==> src/rtl/frv_fetch_buffer_if.sv <==
`default_nettype none
// +--------------------------------------------------------------------------+
// | frv_fetch_buffer_if                                                       |
// | Memory-response push side and decode-side valid/busy handshake.           |
// | Revision: 1.0                                                             |
// +--------------------------------------------------------------------------+
interface frv_fetch_buffer_if;
   logic        flush;
   logic [31:0] i_data;
   logic        i_err;
   logic        i_half;
   logic        i_valid;
   logic        o_busy;
   logic [31:0] o_data;
   logic        o_len32;
   logic        o_err;
   logic        o_valid;
   logic        i_busy;

   modport slave (
      input  flush, i_data, i_err, i_half, i_valid, i_busy,
      output o_busy, o_data, o_len32, o_err, o_valid
   );

   modport master (
      output flush, i_data, i_err, i_half, i_valid, i_busy,
      input  o_busy, o_data, o_len32, o_err, o_valid
   );
endinterface
`default_nettype wire

==> src/rtl/frv_fetch_buffer.sv <==
`default_nettype none
// +--------------------------------------------------------------------------+
// | frv_fetch_buffer                                                          |
// | Halfword realignment buffer presenting whole 16/32-bit instructions.      |
// | Revision: 1.0                                                             |
// +--------------------------------------------------------------------------+
module frv_fetch_buffer #(
   parameter int BUF_HW = 4
) (
   input  wire logic         g_clk,
   input  wire logic         g_resetn,
   frv_fetch_buffer_if.slave fb
);

   localparam int c_cnt_w = $clog2(BUF_HW + 1);
   localparam int c_vec_w = 16 * BUF_HW;
   localparam logic [c_cnt_w-1:0] c_zero     = c_cnt_w'(0);
   localparam logic [c_cnt_w-1:0] c_one      = c_cnt_w'(1);
   localparam logic [c_cnt_w-1:0] c_two      = c_cnt_w'(2);
   localparam logic [c_cnt_w-1:0] c_busy_lvl = c_cnt_w'(BUF_HW - 2);

   // Slots packed into one vector, slot 0 (oldest) in the low 16 bits.
   logic [c_cnt_w-1:0] r_count;
   logic [c_vec_w-1:0] r_hw;
   logic [BUF_HW-1:0]  r_err;

   logic               w_len32;
   logic               w_valid;
   logic               w_busy;
   logic               w_pop;
   logic               w_push;
   logic [c_cnt_w-1:0] w_pop_n;
   logic [c_cnt_w-1:0] w_push_n;
   logic [c_cnt_w-1:0] w_base;
   logic [c_vec_w-1:0] w_push_hw;
   logic [BUF_HW-1:0]  w_push_err;
   logic [c_vec_w-1:0] w_hw_nxt;
   logic [BUF_HW-1:0]  w_err_nxt;
   logic [c_cnt_w-1:0] w_count_nxt;

   // A faulted slot 0 is never treated as the start of a 32-bit pair.
   assign w_len32 = (r_hw[1:0] == 2'b11) && !r_err[0];
   assign w_valid = (r_count >= c_two) || ((r_count == c_one) && !w_len32);
   assign w_busy  = (r_count > c_busy_lvl);

   assign fb.o_valid = w_valid;
   assign fb.o_busy  = w_busy;
   assign fb.o_len32 = w_len32;
   assign fb.o_data  = w_len32 ? r_hw[31:0] : {16'h0000, r_hw[15:0]};
   assign fb.o_err   = r_err[0] | (w_len32 & r_err[1]);

   assign w_pop  = w_valid && !fb.i_busy;
   assign w_push = fb.i_valid && !w_busy;

   always_comb begin
      w_pop_n    = c_zero;
      w_push_n   = c_zero;
      w_push_hw  = '0;
      w_push_err = '0;
      if (w_pop) begin
         w_pop_n = w_len32 ? c_two : c_one;
      end
      if (w_push) begin
         if (fb.i_half) begin
            w_push_n   = c_one;
            w_push_hw  = {{(c_vec_w-16){1'b0}}, fb.i_data[31:16]};
            w_push_err = {{(BUF_HW-1){1'b0}}, fb.i_err};
         end else begin
            w_push_n   = c_two;
            w_push_hw  = {{(c_vec_w-32){1'b0}}, fb.i_data};
            w_push_err = {{(BUF_HW-2){1'b0}}, fb.i_err, fb.i_err};
         end
      end
      // Shift out popped slots, clear everything at and above the append
      // point (stale after a flush), then drop the new halfwords in there.
      w_base      = r_count - w_pop_n;
      w_hw_nxt    = ((r_hw >> {w_pop_n, 4'b0000})
                    & ~({c_vec_w{1'b1}} << {w_base, 4'b0000}))
                    | (w_push_hw << {w_base, 4'b0000});
      w_err_nxt   = ((r_err >> w_pop_n) & ~({BUF_HW{1'b1}} << w_base))
                    | (w_push_err << w_base);
      w_count_nxt = w_base + w_push_n;
   end

   always_ff @(posedge g_clk) begin
      if (!g_resetn) begin
         r_count <= '0;
         r_hw    <= '0;
         r_err   <= '0;
      end else if (fb.flush) begin
         r_count <= '0;
      end else begin
         r_count <= w_count_nxt;
         r_hw    <= w_hw_nxt;
         r_err   <= w_err_nxt;
      end
   end

endmodule
`default_nettype wire
==> src/flat_wrapper.sv <==
// flat-port wrapper written by rule: the top's interface ports become plain ports
module frv_fetch_buffer_flat 
#(
   parameter int BUF_HW = 4
)
  (g_clk, g_resetn, fb_flush, fb_i_data, fb_i_err, fb_i_half, fb_i_valid, fb_i_busy, fb_o_busy, fb_o_data, fb_o_len32, fb_o_err, fb_o_valid);
  frv_fetch_buffer_if fb_i ();
  input  wire logic g_clk;
  input  wire logic g_resetn;
  input wire logic [$bits(fb_i.flush)-1:0] fb_flush;
  input wire logic [$bits(fb_i.i_data)-1:0] fb_i_data;
  input wire logic [$bits(fb_i.i_err)-1:0] fb_i_err;
  input wire logic [$bits(fb_i.i_half)-1:0] fb_i_half;
  input wire logic [$bits(fb_i.i_valid)-1:0] fb_i_valid;
  input wire logic [$bits(fb_i.i_busy)-1:0] fb_i_busy;
  output wire logic [$bits(fb_i.o_busy)-1:0] fb_o_busy;
  output wire logic [$bits(fb_i.o_data)-1:0] fb_o_data;
  output wire logic [$bits(fb_i.o_len32)-1:0] fb_o_len32;
  output wire logic [$bits(fb_i.o_err)-1:0] fb_o_err;
  output wire logic [$bits(fb_i.o_valid)-1:0] fb_o_valid;
  assign fb_i.flush = fb_flush;
  assign fb_i.i_data = fb_i_data;
  assign fb_i.i_err = fb_i_err;
  assign fb_i.i_half = fb_i_half;
  assign fb_i.i_valid = fb_i_valid;
  assign fb_i.i_busy = fb_i_busy;
  assign fb_o_busy = fb_i.o_busy;
  assign fb_o_data = fb_i.o_data;
  assign fb_o_len32 = fb_i.o_len32;
  assign fb_o_err = fb_i.o_err;
  assign fb_o_valid = fb_i.o_valid;
  frv_fetch_buffer #(.BUF_HW(BUF_HW)) u_core (.g_clk(g_clk), .g_resetn(g_resetn), .fb(fb_i));
endmodule
==> config.mk <==
export PLATFORM = sky130hd
export DESIGN_NAME = frv_fetch_buffer_flat
export DESIGN_NICKNAME = d
export VERILOG_FILES = /design/src/rtl/frv_fetch_buffer_if.sv /design/src/rtl/frv_fetch_buffer.sv /design/src/flat_wrapper.sv
export SDC_FILE = /design/constraint.sdc
export NUM_CORES = 1
export LEC_CHECK = 0
export BUFFER_PORTS_ARGS = -buffer_cell sky130_fd_sc_hd__buf_2
export CAP_MARGIN = 20
export CORE_AREA = 2 2 126 128
export CTS_CLUSTER_DIAMETER = 40
export DETAILED_ROUTE_END_ITERATION = 12
export DIE_AREA = 0 0 128 130
export SYNTH_ARGS = -nofsm -noshare
export SYNTH_HDL_FRONTEND = slang
export SYNTH_SLANG_ARGS = --single-unit
==> constraint.sdc <==
create_clock -name g_clk -period 3.1 [get_ports g_clk]
set_input_delay 0.155 -clock g_clk [delete_from_list [all_inputs] [get_ports g_clk]]
set_output_delay 0.155 -clock g_clk [all_outputs]
set_load 0.02 [all_outputs]
==> flow_metrics.tcl <==
set metrics [dict create \
    areaGrowthSynthToFinish_pct 18.1 \
    maxSlewHeadroom 0.526 \
    gp_congestion 0.854 \
    clk_latency_ns 0.34 \
    htreeDepth 3 \
    first_iter_violations 338 \
    design_area_um2 5330 \
    grt_max_degree 26 \
    fin_skew_ns 0.00659 \
    cts_made_buffers 9 \
    grt_pass1_wl_um 24400 \
    fin_util 0.346 \
    clockBufferDepth 2 \
    status "finished, final reports clean" \
    post-route-drc-count 0 \
    dr_total_vias 4506 \
    vias_per_cell 5.58 \
    rr_worst_depth 10 \
    finalNetCount 654 \
    synth-async-reset-ratio 0 \
    synth_edf_count 0 \
    min_path_cells 3 \
    slew_viol_final 0 \
    period_needed_ns 2.90 \
    finalSetupTns_ns 0 \
    die_w_um 128 \
    root_buffer "clkbuf_16" \
    die_h_um 130 \
    path_max_fanout 7 \
    crit_arrival_ns 3.12 \
    clk_pin_slew_worst_paths_ns 0.06 \
    r2r_end "u_core.r_hw[3]" \
    start_kind "flop" \
    finalHoldViolCount 0 \
    intPower_mw 1.95 \
    dp_worst_setup_slack_ns 0.201 \
    synth_cells 553 \
    powerDensity_nw_per_um2 586 \
    post_dp_cell_area_um2 5060 \
    synth_top_cell_area_share 0.315 \
    crit_start "u_core.r_err[0]" \
    worstMarginPinSlew_ns 0.711 \
    die-area_um2 16600 \
    grt_overflow 0 \
    worstHoldStart "fb_i_data[19]" \
    switchingPower_mw 1.17 \
    hold_buffers 0 \
    drive_above_1_share 0.249 \
    io_buffers 74 \
    hold_path_class "in -> reg" \
    cap_viol_max_count 0 \
    rsz0062_at_grt "false" \
    p_sw_frac 0.374 \
    yosysWarnings 0 \
    ys.flop_type "dfxtp_1" \
    core_um2 15400 \
    tritoncts "yes" \
    grt_pass1_vias 4228 \
    start_util 0.293 \
    max_freq_mhz 345 \
    seqPwrFrac 0.339 \
    ys_seq_elements 71 \
    cp.required_ns 3.33 \
    hold_path_end "u_core.r_hw[35]" \
    r2r_start "u_core.r_err[0]" \
    cp-end-kind "flop" \
    r2r_slack_ns 0.20 \
    post_cts_buffers 0 \
    postRouteAntennaNets 0 \
    post-route-period-util 0.934 \
    combPwrFrac 0.360 \
    syn_area_per_cell_um2 8.17 \
    synthTopCellsByArea "dfxtp_1 (31%), mux2i_1 (7.1%), nand2_1 (5.7%)" \
    grt_util_all_layers 0.192 \
    path_class "reg -> reg" \
    rows 46 \
    wl_um 15700 \
    p_clk_frac 0.301 \
    setup_slack_ns 0.204 \
    io_pins 75 \
    dp_hpwl_um 11000 \
    ir_drop_mv 0.248 \
    synth.net_count 596 \
    yosysSeqAreaShare 0.315 \
    numClockSinks 71 \
    syn_area_um2 4520 \
    synth_top_cell_by_area "dfxtp_1" \
    leakage_nw 2.15 \
    antenna_found_initial 0 \
    diodes 0 \
    wl_per_cell_um 19.4 \
    setup_viol 0 \
    first_pass_iters 4 \
    synth_cell_types 63 \
    cts.repair.resized 0 \
]
[cells by family (layout without fill, tap and decap cells)]
kind of cell,Yosys count,count (layout),share of synthesized area
fa+ha+maj,4,4,0.0144
flops,71,71,0.315
simple gates,147,147,0.156
xor+xnor,3,3,0.0116
compound gates,205,205,0.330
buf+inv,90,152,0.0997
mux,33,33,0.0734
[worst max-delay path, stage by stage, from the launching register on]
cell and delay, ns:
dfxtp_1 0.34, nand3b_1 0.26, nand2_1 0.14, inv_2 0.04
ha_1 0.19, fa_2 0.60, inv_1 0.19, nor3_2 0.50
nor3_4 0.15, a31oi_1 0.28, o21ai_1 0.08
[layout by cell type (no fill, tap or decap), types with 6 or more instances in the layout]
cell,instances
a21o_1,11
a21oi_1,30
a22o_1,16
a22oi_1,15
a31oi_1,7
buf_2,74
buf_4,37
clkbuf_16,9
dfxtp_1,71
inv_1,25
mux2i_1,32
nand2_1,69
nand3_1,6
nor2_1,44
o21ai_0,38
o21ai_1,13
o221ai_1,21
o221ai_2,10
o22ai_1,6
o311a_1,7
o31ai_1,8
o41ai_1,7
[power by group through the flow]
stage | sequential [mW] | clock, mW | combinational [mW]
after floorplan | 1.05 | 0 | 0.811
after global placement | 1.08 | 0 | 1.11
after detailed placement | 1.08 | 0 | 1.10
after CTS | 1.06 | 0.948 | 1.11
after global routing | 1.07 | 0.994 | 1.22
final | 1.06 | 0.940 | 1.12
[layout make-up]
class	instances	area, um^2
fill	1628	10100
clock inverter	1	5.00
tap	192	240
clock buffer	14	254
inverter	26	97.6
timing repair buffer	111	648
multi-input combinational	392	2670
sequential	71	1420
[sequential cells by signal, indices dropped and copies added (netlist names)]
register,cells
u_core.r_count,3
u_core.r_err,4
u_core.r_hw,64
[stage by stage]
stage | power (mW) | hold WS, ns | cells
finish | 3.12 | 0.170 | 807
global placement | 2.18 | 0.477 | 792
detailed placement | 2.18 | 0.476 | 792
floorplan | 1.86 | 0.290 | 553
CTS | 3.11 | 0.167 | 807
global route | 3.29 | 0.180 | 807
[synthesized netlist by cell type (all sizes together) (2+ instances only)]
cell type,count
a211oi,2
mux2i,32
o221a,2
nand2,71
o22ai,6
o41ai,7
clkbuf,23
nor2,45
nor4b,2
ha,2
a22o,16
o221ai,31
fa,2
or2,2
dfxtp,71
a22oi,15
and2,4
buf,41
nor4,4
xnor2,2
a31oi,7
a21o,11
o21ai,52
inv,26
nand4,2
nand3,7
o31ai,8
o311a,7
a21oi,30
nor2b,3
nor3,4
[worst max-delay path by stage]
stage / endpoint / slack (ns) / cells after the start
finish: u_core.r_hw[3] / 0.20 / 10
global route: u_core.r_hw[10] / 0.02 / 11
CTS: u_core.r_hw[4] / 0.19 / 11
detailed placement: u_core.r_hw[6] / 0.20 / 12
global placement: u_core.r_hw[5] / 0.28 / 12
floorplan: u_core.r_hw[0] / 0.07 / 14
[routing by layer]
metal | global-route usage | routed length [um] | vias to the layer above
met5 | 0 | 0 | -
met4 | 0.0789 | 420 | 0
met3 | 0.0271 | 947 | 26
met2 | 0.303 | 7090 | 188
met1 | 0.265 | 7200 | 2152
li1 | - | - | 2140
No activity file was read; power rests on OpenSTA's default activity.
